==> config.mk <==
export PLATFORM = sky130hd
export DESIGN_NAME = nonrestoring_div_seq
export DESIGN_NICKNAME = d
export VERILOG_FILES = /design/src/rtl/div_pkg.sv /design/src/rtl/add_sub_rca.sv /design/src/rtl/nonrestoring_div_seq.sv
export SDC_FILE = /design/constraint.sdc
export NUM_CORES = 1
export LEC_CHECK = 0
export ABC_AREA = 1
export CORE_MARGIN = 1
export CORE_UTILIZATION = 34
export DETAILED_ROUTE_END_ITERATION = 10
export GPL_ROUTABILITY_DRIVEN = 0
export PLACE_DENSITY = 0.65
export SLEW_MARGIN = 10
export SYNTH_ARGS = -nofsm -noshare
export SYNTH_HDL_FRONTEND = slang
export SYNTH_HIERARCHICAL = 1
export SYNTH_SLANG_ARGS = --single-unit
==> constraint.sdc <==
create_clock -name clk -period 4.9 [get_ports clk]
set_input_delay 1.47 -clock clk [delete_from_list [all_inputs] [get_ports clk]]
set_output_delay 1.47 -clock clk [all_outputs]
set_load 0.05 [all_outputs]
==> src/rtl/div_pkg.sv <==
// Shared types and constants for the non-restoring sequential divider.
// Contents:
//   div_state_e  - controller states (IDLE, RUN, FIX, DONE)
//   DIV_ZERO_Q   - quotient reported on divide-by-zero (all ones, slice to width)
//   div_cnt_w()  - iteration counter width, $clog2(N) with a floor of 1
package div_pkg;

    typedef enum logic [1:0] {
        IDLE = 2'd0,
        RUN  = 2'd1,
        FIX  = 2'd2,
        DONE = 2'd3
    } div_state_e;

    localparam int unsigned DIV_MAX_W = 64;

    // Slice [N-1:0] at the use site.
    localparam logic [DIV_MAX_W-1:0] DIV_ZERO_Q = '1;

    // Counter counts 0..N-1, so $clog2(N) bits suffice.
    function automatic int unsigned div_cnt_w(input int unsigned n);
        int unsigned w;
        w = 32'($clog2(n));
        return (w < 1) ? 1 : w;
    endfunction

endpackage

==> src/rtl/add_sub_rca.sv <==
// W-bit ripple-carry adder/subtractor.
// Ports:
//   a_i   - first operand
//   b_i   - second operand
//   sub_i - 1: a_i - b_i (B inverted, carry-in 1); 0: a_i + b_i
//   sum_o - W-bit two's complement result, carry-out discarded
module add_sub_rca #(
    parameter int unsigned W = 9
) (
    input  logic [W-1:0] a_i,
    input  logic [W-1:0] b_i,
    input  logic         sub_i,
    output logic [W-1:0] sum_o
);

    logic [W-1:0] b_x;
    logic         carry;

    // Bit-serial carry chain; the final carry is not needed.
    always_comb begin
        b_x   = b_i ^ {W{sub_i}};
        carry = sub_i;
        sum_o = '0;
        for (int i = 0; i < int'(W); i++) begin
            sum_o[i] = a_i[i] ^ b_x[i] ^ carry;
            carry    = (a_i[i] & b_x[i]) | (carry & (a_i[i] ^ b_x[i]));
        end
    end

endmodule

==> src/rtl/nonrestoring_div_seq.sv <==
// Iterative N-bit divider, non-restoring, one quotient bit per clock.
// Optional feature: define DIV_SIGNED_EN for two's complement operands
// (quotient truncates toward zero, remainder takes the dividend's sign).
// Ports:
//   clk, rst_n     - rising-edge clock, synchronous active-low reset
//   start          - request; accepted only while ready=1
//   dividend       - numerator, sampled on accept
//   divisor        - denominator, sampled on accept
//   ready          - idle, can accept start
//   valid          - one-cycle pulse, results valid
//   quotient       - result quotient, held until next result
//   remainder      - result remainder, held until next result
//   div_by_zero    - divisor was zero; held with results
module nonrestoring_div_seq
    import div_pkg::*;
#(
    parameter int unsigned N = 8
) (
    input  logic         clk,
    input  logic         rst_n,
    input  logic         start,
    input  logic [N-1:0] dividend,
    input  logic [N-1:0] divisor,
    output logic         ready,
    output logic         valid,
    output logic [N-1:0] quotient,
    output logic [N-1:0] remainder,
    output logic         div_by_zero
);

    localparam int unsigned CNT_W = div_cnt_w(N);

    div_state_e       state_q, state_d;
    logic [N:0]       p_q, p_d;
    logic [N-1:0]     q_q, q_d;
    logic [N-1:0]     d_q, d_d;
    logic [CNT_W-1:0] cnt_q, cnt_d;
    logic             ready_q, ready_d;
    logic             valid_q, valid_d;
    logic [N-1:0]     quot_q, quot_d;
    logic [N-1:0]     rem_q, rem_d;
    logic             dbz_q, dbz_d;
`ifdef DIV_SIGNED_EN
    logic             neg_quo_q, neg_quo_d;
    logic             neg_rem_q, neg_rem_d;
`endif

    logic [N:0]       as_a, as_b, as_sum;
    logic             as_sub;
    logic [N-1:0]     dvd_mag, dvs_mag;
    logic [N-1:0]     p_fix;

    // Operand magnitudes latched on accept.
`ifdef DIV_SIGNED_EN
    always_comb begin
        dvd_mag = dividend[N-1] ? (~dividend + N'(1)) : dividend;
        dvs_mag = divisor[N-1]  ? (~divisor  + N'(1)) : divisor;
    end
`else
    always_comb begin
        dvd_mag = dividend;
        dvs_mag = divisor;
    end
`endif

    // Single add/sub shared by RUN (shifted P +/- D) and FIX (P + D).
    always_comb begin
        as_b = {1'b0, d_q};
        if (state_q == RUN) begin
            as_a   = {p_q[N-1:0], q_q[N-1]};
            as_sub = ~p_q[N];
        end else begin
            as_a   = p_q;
            as_sub = 1'b0;
        end
    end

    add_sub_rca #(
        .W(N + 1)
    ) u_add_sub (
        .a_i   (as_a),
        .b_i   (as_b),
        .sub_i (as_sub),
        .sum_o (as_sum)
    );

    // Final remainder correction; corrected P is non-negative and < D.
    always_comb begin
        p_fix = p_q[N] ? as_sum[N-1:0] : p_q[N-1:0];
    end

    // Next-state and datapath control.
    always_comb begin
        state_d   = state_q;
        p_d       = p_q;
        q_d       = q_q;
        d_d       = d_q;
        cnt_d     = cnt_q;
        quot_d    = quot_q;
        rem_d     = rem_q;
        dbz_d     = dbz_q;
`ifdef DIV_SIGNED_EN
        neg_quo_d = neg_quo_q;
        neg_rem_d = neg_rem_q;
`endif

        case (state_q)
            IDLE: begin
                if (start) begin
                    d_d = dvs_mag;
                    if (divisor == '0) begin
                        quot_d  = DIV_ZERO_Q[N-1:0];
                        rem_d   = dividend;
                        dbz_d   = 1'b1;
                        state_d = DONE;
                    end else begin
                        p_d     = '0;
                        q_d     = dvd_mag;
                        cnt_d   = '0;
                        state_d = RUN;
`ifdef DIV_SIGNED_EN
                        neg_quo_d = dividend[N-1] ^ divisor[N-1];
                        neg_rem_d = dividend[N-1];
`endif
                    end
                end
            end
            RUN: begin
                p_d   = as_sum;
                q_d   = {q_q[N-2:0], ~as_sum[N]};
                cnt_d = cnt_q + CNT_W'(1);
                if (cnt_q == CNT_W'(N - 1)) begin
                    state_d = FIX;
                end
            end
            FIX: begin
                p_d   = {1'b0, p_fix};
                dbz_d = 1'b0;
`ifdef DIV_SIGNED_EN
                quot_d = neg_quo_q ? (~q_q + N'(1)) : q_q;
                rem_d  = neg_rem_q ? (~p_fix + N'(1)) : p_fix;
`else
                quot_d = q_q;
                rem_d  = p_fix;
`endif
                state_d = DONE;
            end
            DONE: begin
                state_d = IDLE;
            end
            default: begin
                state_d = IDLE;
            end
        endcase

        ready_d = (state_d == IDLE);
        valid_d = (state_d == DONE);
    end

    // State and datapath registers.
    always_ff @(posedge clk) begin
        if (!rst_n) begin
            state_q   <= IDLE;
            p_q       <= '0;
            q_q       <= '0;
            d_q       <= '0;
            cnt_q     <= '0;
            ready_q   <= 1'b1;
            valid_q   <= 1'b0;
            quot_q    <= '0;
            rem_q     <= '0;
            dbz_q     <= 1'b0;
`ifdef DIV_SIGNED_EN
            neg_quo_q <= 1'b0;
            neg_rem_q <= 1'b0;
`endif
        end else begin
            state_q   <= state_d;
            p_q       <= p_d;
            q_q       <= q_d;
            d_q       <= d_d;
            cnt_q     <= cnt_d;
            ready_q   <= ready_d;
            valid_q   <= valid_d;
            quot_q    <= quot_d;
            rem_q     <= rem_d;
            dbz_q     <= dbz_d;
`ifdef DIV_SIGNED_EN
            neg_quo_q <= neg_quo_d;
            neg_rem_q <= neg_rem_d;
`endif
        end
    end

    assign ready       = ready_q;
    assign valid       = valid_q;
    assign quotient    = quot_q;
    assign remainder   = rem_q;
    assign div_by_zero = dbz_q;

endmodule

After elaboration in Yosys (flattened, before gate mapping)

Cells that the tools add are included.

Bits in writable memories: 0
Latch bits: 0
Memories kept: 0
Memory bits (read-only): 0
Bits in registers: 49
Word-level logic and storage cells: 99
Output and inout bits: 19

Reductions and logical operators: 10
Magnitude comparators: 0
$add $sub $neg: 1
Equality and inequality tests: 8
Bitwise logic cells: 45
Shift-type cells: 0
Divide/modulo/power cells: 0
Multipliers: 0
Multiplexer cells: 25

Operator list:

| cell                | number |
|---|---|
| $mux 8              | 7 |
| $pmux 8 s2          | 3 |
| $mux 9              | 3 |
| $pmux 9 s3          | 1 |
| $xor 1x1->1         | 18 |
| $and 1x1->1         | 16 |
| $reduce_and 3->1    | 3 |
| $xor 8x9->9         | 1 |
| $logic_not 8->1     | 1 |
| $or 1x1->1          | 8 |
| $pmux 2 s4          | 1 |
| $eq 2x2->1 const B  | 3 |
| $mux 2              | 3 |
| $mux 3              | 2 |
| $ne 2x2->1 const B  | 3 |
| $pmux 3 s2          | 1 |
| $logic_not 2->1     | 2 |
| $reduce_bool 2->1   | 2 |
| $add 3x1->3 const B | 1 |
| $eq 3x3->1 const B  | 1 |
| $mux 1              | 3 |
| $reduce_bool 3->1   | 1 |
| $eq 2x1->1 const B  | 1 |
| $not 1->1           | 2 |
| other kinds (2)     | 2 |

Depth between registers and ports, before layout

Gate-level depths: netlist (run 1).

Depth after elaboration: 23
Mapped depth: 28
Depth with buffers taken out: 25

By module

Netlist (run 1), hierarchy kept.

Modules (own cells, without submodules):

| module               | cells an instance | seq. area each (um^2) | instances | area each (um^2) |
|---|---|---|---|---|
| nonrestoring_div_seq | 398               | 980.9                 | 1         | 2,548.7 |
| add_sub_rca          | 61                | 0.0                   | 1         | 386.6 |

Worst setup path after synthesis (run 1)

Ideal clock, no wire load.

Kind: flip-flop to flip-flop
Start point: reg state_q[1]
End point: reg q_q[0]
Cell stages (with the launch flop): 28
Data arrival time: 4.729 ns
Path slack: 0.058 ns
Data required time: 4.787 ns
Setup time: 0.113 ns
Period minus slack after synthesis: 4.842 ns
Path through: dfxtp_1 > inv_1 > ha_1 > buf_2 > buf_2 > buf_2 > nand2_1 > o21ai_0 > inv_1 > o21ai_0 > fa_1 > inv_1 > fa_1 > fa_1 > fa_1 > fa_1 > fa_1 > fa_1 > inv_1 > nand2_1 > nand2_1 > nor2_1 > nor2_1 > nand2_1 > o21ai_0 > nand2_1 > nand2_1 > nor2_1

Elaborated cells on any way between the ends: 45
Those cells by class: eq/ne: 3; mux: 3; bitwise: 36; reduce/logical: 3

RTL lines:

| what                   | RTL line                    | source |
|---|---|---|
| from (decl)            | nonrestoring_div_seq.sv:33  | `div_state_e state_q, state_d;` |
| from (signal assigned) | nonrestoring_div_seq.sv:178 | `state_q <= state_d;` |
| $eq 2x1->1 (*)         | nonrestoring_div_seq.sv:69  | `if (state_q == RUN) begin` |
| $mux 9 (*)             | nonrestoring_div_seq.sv:69  |  |
| via as_a[0]            | nonrestoring_div_seq.sv:48  | `logic [N:0] as_a, as_b, as_sum;` |
| $xor 1x1->1            | add_sub_rca.sv:26           | `carry = (a_i[i] & b_x[i]) \| (carry & (a_i[i] ^ b_x[i]));` |
| $and 1x1->1            | add_sub_rca.sv:26           |  |
| $or 1x1->1 (*)         | add_sub_rca.sv:26           |  |
| $and 1x1->1 (*)        | add_sub_rca.sv:26           |  |
| $or 1x1->1 (*)         | add_sub_rca.sv:26           |  |
| [8 not listed]         | -                           |  |
| $and 1x1->1 (*)        | add_sub_rca.sv:26           |  |
| $or 1x1->1 (*)         | add_sub_rca.sv:26           |  |
| $and 1x1->1 (*)        | add_sub_rca.sv:26           |  |
| $or 1x1->1 (*)         | add_sub_rca.sv:26           |  |
| $xor 1x1->1 (*)        | add_sub_rca.sv:25           | `sum_o[i] = a_i[i] ^ b_x[i] ^ carry;` |
| via as_sum[8]          | nonrestoring_div_seq.sv:48  |  |
| $not 1->1 (*)          | nonrestoring_div_seq.sv:130 | `q_d = {q_q[N-2:0], ~as_sum[N]};` |
| $pmux 8 s2 (*)         | nonrestoring_div_seq.sv:107 | `case (state_q)` |
| to (signal assigned)   | nonrestoring_div_seq.sv:180 | `q_q <= q_d;` |
| to (decl)              | nonrestoring_div_seq.sv:35  | `logic [N-1:0] q_q, q_d;` |

Mark *: on every way through the listed nets, which the timed path passes. The rest lies on a longest branch.
A chain may end at the register's enable or synchronous reset.

Worst setup path after layout (run 1)

Start point: reg state_q[1]
End point: reg q_q[0]

Elaborated cells on any way between the ends: 45
Those cells by class: eq/ne: 3; mux: 3; bitwise: 36; reduce/logical: 3

RTL lines:

| what            | RTL line |
|---|---|
| $eq 2x1->1 (*)  | nonrestoring_div_seq.sv:69 |
| $mux 9 (*)      | nonrestoring_div_seq.sv:69 |
| via as_a[1]     | nonrestoring_div_seq.sv:48 |
| $xor 1x1->1     | add_sub_rca.sv:26 |
| $and 1x1->1     | add_sub_rca.sv:26 |
| $or 1x1->1 (*)  | add_sub_rca.sv:26 |
| $and 1x1->1 (*) | add_sub_rca.sv:26 |
| $or 1x1->1 (*)  | add_sub_rca.sv:26 |
| [6 not listed]  | - |
| $and 1x1->1 (*) | add_sub_rca.sv:26 |
| $or 1x1->1 (*)  | add_sub_rca.sv:26 |
| $and 1x1->1 (*) | add_sub_rca.sv:26 |
| $or 1x1->1 (*)  | add_sub_rca.sv:26 |
| $xor 1x1->1 (*) | add_sub_rca.sv:25 |
| via as_sum[8]   | nonrestoring_div_seq.sv:48 |
| $not 1->1 (*)   | nonrestoring_div_seq.sv:130 |
| $pmux 8 s2 (*)  | nonrestoring_div_seq.sv:107 |

Marked as above.

==> results.json, run 1 <==
{
  "synth_area_sq_um": 2940,
  "async_flop_share_pct": 0,
  "use_met3_pct": 3.06,
  "grt_remaining_overflow": 0,
  "clockBufferDepth": 2,
  "clock-sinks": 49,
  "status": "completed",
  "synth_compound_area_share_pct": 10.3,
  "final_max_slew_viol_count": 0,
  "use_met1_pct": 21.8,
  "initial_core_util_pct": 35.4,
  "cp.required_ns": 5.12,
  "drv_cap": 0,
  "die_h_um": 94.9,
  "cp_slowest_cell": "fa_1",
  "finalSetupViolCount": 0,
  "antenna_found_initial": 0,
  "max_freq_ghz": 0.222,
  "drc_errors": 0,
  "port_buffers": 37,
  "wire_per_inst_um": 11.3,
  "synth_xor_area_share_pct": 2.09,
  "htreeDepth": 2,
  "fin_skew_ns": 0.00658,
  "synthMuxAreaShare_pct": 0.341,
  "worst_slew_pin_slew_ns": 0.619,
  "synth_common_cells": "134 x nand2_1, 90 x nor2_1, 50 x inv_1",
  "cts_made_buffers": 5,
  "yosys.area.top_type_share_pct": 33.4,
  "clk_pin_slew_worst_paths_ns": 0.10,
  "synth_area_leaders": "dfxtp_1 33%, nand2_1 17%, nor2_1 12%",
  "antenna_cells": 0,
  "cp-start-kind": "flop",
  "hold_viol": 0,
  "firstDrtPassIters": 4,
  "clock_latency_ns": 0.32,
  "ios": 38,
  "num-nets-final": 520,
  "finalCritPeriodShare_pct": 92.0,
  "hp-class": "flop to flop",
  "netlist_instances": 459,
  "cts_tree": "built",
  "grt_pass1_vias": 2538,
  "crit_type": "flop to flop",
  "grt_usage_pct": 16.4,
  "yosys_warnings": 6,
  "peakVddDrop_mv": 0.168,
  "dieArea_sq_um": 9010,
  "syn_area_per_cell_sq_um": 6.40,
  "num_vias": 2742,
  "drive_above_1_share_pct": 6.54,
  "synth_fa_ha_area_share_pct": 7.33,
  "crit_path_end_kind": "flop",
  "fill_cells": 863,
  "grt_pass1_wl_um": 11500,
  "synth_edf_count": 0,
  "grt_start_max_net_pins": 38,
  "die_w_um": 94.9,
  "yosysSeqAreaShare_pct": 33.4,
  "synth_top_family_by_area": "simple AND/OR/NAND/NOR gates",
  "max_slew_margin_pct": 58.7,
  "wl_um": 6700,
  "crit_path_max_fanout": 8,
  "synthFlopType": "dfxtp_1",
  "grt-busiest-layer": "met2",
  "rows": 33,
  "post-cts-setup-buffers": 0,
  "synth_top_area_cell": "dfxtp_1",
  "dp_hpwl_um": 4880,
  "p_leak_nw": 1.53,
  "vias_per_cell": 4.62,
  "rsz0062_at_grt": "no",
  "drtAntennaViolNets": 0,
  "critPathMaxStageDelay_ns": 0.41,
  "cp_common_cell": "fa_1",
  "setup_tns_ns": 0,
  "synth_most_common_cell": "nand2_1",
  "syn_to_final_growth_pct": 18.4,
  "drt_iter0_drc": 162,
  "clock-root-buffer": "clkbuf_8",
  "grtUsageMet2_pct": 26.6,
  "worst_hold_slack_ns": 0.489,
  "period_minus_slack_ns": 4.51,
  "cts-hold-fix-buffers": 0,
  "synth-simple-area-share_pct": 34.8,
  "core-area_sq_um": 8300,
  "synth_cell_types": 27,
  "arrival_ns": 4.72,
  "post_cts_resize_count": 0,
  "synth_seq_cells": 49,
  "worstPathCellList": "inv_2 > ha_4 > buf_4 > o21ai_0 > fa_1 > inv_1 > fa_1 > fa_1 > fa_1 > fa_1 > fa_1 > fa_1 > nand2_1 > nand2_1 > nand2_1 > inv_1 > nor2_1 > nand2_1 > o21ai_0 > nand2_1 > nand2_1 > nor2_1",
  "powerDensity_nw_per_um2": 329
}
[sequential cells by signal, summed over array words and instances, names as in the netlist]
register,count
cnt_q,3
d_q,8
div_by_zero,1
p_q,9
q_q,8
quotient,8
ready,1
remainder,8
state_q,2
valid,1
[routing by layer]
| metal | vias to the layer above | wire (um) |
|---|---|---|
| li1 | 1446 | - |
| met1 | 1230 | 3330 |
| met2 | 60 | 3040 |
| met3 | 6 | 272 |
| met4 | 0 | 59 |
| met5 | - | 0 |
[final timing paths]
| path | startpoint | to | slack [ns] | cells after the start |
|---|---|---|---|---|
| min reg2reg | quotient[0] | quotient[0] | 0.49 | 2 |
| max | state_q[1] | q_q[0] | 0.39 | 22 |
| min | quotient[0] | quotient[0] | 0.49 | 2 |
| max reg2reg | state_q[1] | q_q[0] | 0.39 | 22 |
[power breakdown]
group          total (mW)  switching, mW  internal, mW
logic               0.417          0.263         0.154
clock network       0.254          0.151         0.103
registers           0.472         0.0317         0.440
total                1.14          0.445         0.697
[worst max-delay path: cells and delay by family (launching register included)]
family / cells / cell delay [ns]
adders and majority gates: 8 / 2.76
and+or+nand+nor: 8 / 0.59
DFF: 1 / 0.38
buffers and inverters: 4 / 0.33
AOI/OAI and AO/OA: 2 / 0.33
[layout make-up]
cell class / instances / area [sq um] / area share (%)
Inverter: 54 / 205 / 5.90
Clock buffer: 5 / 68.8 / 1.98
Tap cell: 105 / 131 / 3.78
Timing Repair Buffer: 43 / 415 / 12.0
Sequential cell: 49 / 981 / 28.2
Multi-Input combinational cell: 335 / 1650 / 47.4
Clock inverter: 3 / 25.0 / 0.720
[through the flow]
stage	cell area [sq um]	util (%)	worst slack (ns)	std cells	power (mW)
after floorplan	2940	-	0.0578	460	0.799
after global placement	3350	40.4	0.182	586	0.881
after detailed placement	3350	40.4	0.130	586	0.889
after CTS	3440	41.5	0.0728	594	1.15
after global routing	3480	41.9	0.0290	594	1.25
final	3480	41.9	0.394	594	1.14
[placed cells by master, fill, tap and decap left out, drive strengths merged, types with 3 or more instances in the layout]
master	instances
nand2	138
nor2	91
inv	55
dfxtp	49
clkdlybuf4s50	37
o21ai	37
nand3	20
a21oi	18
fa	7
buf	6
xnor2	6
ha	6
clkbuf	5
or2	3
[logic make-up (layout without fill, tap and decap cells)]
| kind of cell | Yosys count | after routing |
|---|---|---|
| XOR/XNOR | 7 | 7 |
| buffers and inverters | 76 | 105 |
| other | 1 | 2 |
| multiplexers | 1 | 1 |
| adder cells (fa/ha/maj) | 13 | 13 |
| AO/OA/AOI/OAI | 57 | 57 |
| flip-flops | 49 | 49 |
| AND/OR/NAND/NOR | 255 | 255 |
Note: power is estimated with default switching activity, not from simulation.
==> inputs of run 2 (changes only) <==
--- a/config.mk
+++ b/config.mk
@@ -11,6 +11,7 @@
 export DETAILED_ROUTE_END_ITERATION = 10
 export GPL_ROUTABILITY_DRIVEN = 0
 export PLACE_DENSITY = 0.65
+export RECOVER_POWER = 100
 export SLEW_MARGIN = 10
 export SYNTH_ARGS = -nofsm -noshare
 export SYNTH_HDL_FRONTEND = slang
==> results.json, run 2 (synthesized netlist as in run 1, its figures left out) <==
{
  "status": "completed",
  "die_h_um": 94.9,
  "fill_cells": 868,
  "fin_skew_ns": 0.00655,
  "hp-class": "flop to flop",
  "grt_pass1_vias": 2538,
  "arrival_ns": 4.73,
  "rows": 33,
  "r2r_setup_slack_ns": 0.38,
  "place_area_sq_um": 3350,
  "largest_reg_flops": 9,
  "wl_um": 6710,
  "cp.required_ns": 5.12,
  "num_vias": 2743,
  "core-area_sq_um": 8300,
  "finish.instance_area_sq_um": 3440,
  "crit_path_end_kind": "flop",
  "final_max_slew_viol_count": 0,
  "syn_to_final_growth_pct": 17.2,
  "setup_tns_ns": 0,
  "period_minus_slack_ns": 4.52,
  "ios": 38,
  "top_register": "p_q",
  "min_path_cells": 2,
  "cp-start-kind": "flop",
  "htreeDepth": 2,
  "port_buffers": 37,
  "clock-sinks": 49,
  "drt_iter0_drc": 163,
  "antenna_found_initial": 0,
  "cts_made_buffers": 5,
  "hold_viol": 0,
  "finalCritPeriodShare_pct": 92.2,
  "hold_path_startpoint": "quotient[5]",
  "die_w_um": 94.9,
  "reg2reg_to": "q_q[0]",
  "clock_latency_ns": 0.32,
  "r2r_cells": 24,
  "antenna_cells": 0,
  "drtAntennaViolNets": 0,
  "finalSetupViolCount": 0,
  "clockBufferDepth": 2,
  "p_leak_nw": 1.58,
  "cts_tree": "built",
  "crit_type": "flop to flop",
  "dp_cells": 586,
  "total_power_mw": 1.13,
  "crit_path_max_fanout": 11,
  "rsz0062_at_grt": "no",
  "drv_cap": 0,
  "wire_per_inst_um": 11.3,
  "clk_pin_slew_worst_paths_ns": 0.10,
  "initial_core_util_pct": 35.4,
  "final_cell_mix": "138 x nand2_1, 90 x nor2_1, 49 x inv_1, 49 x dfxtp_1, 35 x o21ai_0",
  "vias_per_cell": 4.62,
  "layout_commonest_cell": "nand2_1",
  "max_freq_ghz": 0.221,
  "grt_start_max_net_pins": 38,
  "drc_errors": 0,
  "peakVddDrop_mv": 0.166,
  "clock-root-buffer": "clkbuf_8",
  "r2r-start": "state_q[1]",
  "num-nets-final": 520,
  "drive_above_1_share_pct": 5.32,
  "max_slew_margin_pct": 54.1,
  "dp_hpwl_um": 4880,
  "final_cells": 594,
  "grt_pass1_wl_um": 11500,
  "powerDensity_nw_per_um2": 330,
  "firstDrtPassIters": 4,
  "grt_usage_pct": 16.4,
  "min_to": "quotient[5]",
  "worst_slew_pin_slew_ns": 0.687,
  "grt_remaining_overflow": 0,
  "dieArea_sq_um": 9010
}
-- run 2: cell types whose count changed in the layout (fill, tap and decap cells not counted), sizes merged --
cell	change
clkdlybuf4s50	-21
clkinvlp	+1
dlygate4sd3	+21
inv	-1
-- run 2: layout make-up --
class                      instances  area, sq um  area share, %
timing repair buffer              43          415           12.1
clock inverter                     3         25.0          0.727
clock buffer                       5         68.8           2.00
multi-input combinational        335         1620           46.9
sequential                        49          981           28.5
tap                              105          131           3.82
inverter                          54          204           5.93
-- run 2: worst max-delay path by stage --
stage | cells after the start | to | from
2_1_floorplan | 27 | q_q[0] | state_q[1]
3_3_place_gp | 23 | q_q[0] | state_q[1]
3_5_place_dp | 23 | q_q[0] | state_q[1]
4_1_cts | 23 | q_q[0] | state_q[1]
5_1_grt | 24 | q_q[0] | state_q[1]
6_report | 24 | q_q[0] | state_q[1]
-- run 2: through the flow --
step / utilization, % / setup slack [ns] / hold WS, ns
4_1_cts: 41.5 / 0.0728 / 0.491
3_3_place_gp: 40.4 / 0.182 / 0.466
5_1_grt: 41.5 / 0.0288 / 0.501
6_report: 41.5 / 0.383 / 0.486
3_5_place_dp: 40.4 / 0.130 / 0.476
2_1_floorplan: - / 0.0578 / 0.462
-- run 2: routing by layer --
layer	track usage, %	vias to the layer above	part of all wire [%]
li1	-	1448	-
met4	5.68	0	0.88
met5	0	-	0
met2	26.6	62	46
met3	3.06	6	4.3
met1	21.8	1227	49
-- run 2: power breakdown --
| group | total (mW) | switching (mW) | internal, mW |
|---|---|---|---|
| clock network | 0.254 | 0.151 | 0.103 |
| registers | 0.471 | 0.0312 | 0.440 |
| logic | 0.409 | 0.260 | 0.149 |
-- run 2: what timing repair did --
item	in CTS	in global routing
setup buffers	0	0
gates resized for setup	0	9
hold buffers	0	0
endpoints found under the setup margin	0	4
-- run 2: worst max-delay path, cell delays in order, from the launching register on --
cell	delay [ns]
dfxtp_1	0.35
inv_2	0.10
ha_4	0.19
inv_2	0.12
nor2_4	0.14
nand2_1	0.08
o21ai_1	0.10
fa_1	0.19
inv_1	0.05
fa_1	0.38
fa_1	0.39
fa_1	0.39
fa_1	0.40
fa_1	0.41
fa_1	0.39
inv_1	0.07
nand2_1	0.04
nand2_1	0.09
nor2_1	0.04
nor2_1	0.13
nand2_1	0.07
o21ai_0	0.09
nand2_1	0.07
nand2_1	0.08
nor2_1	0.04
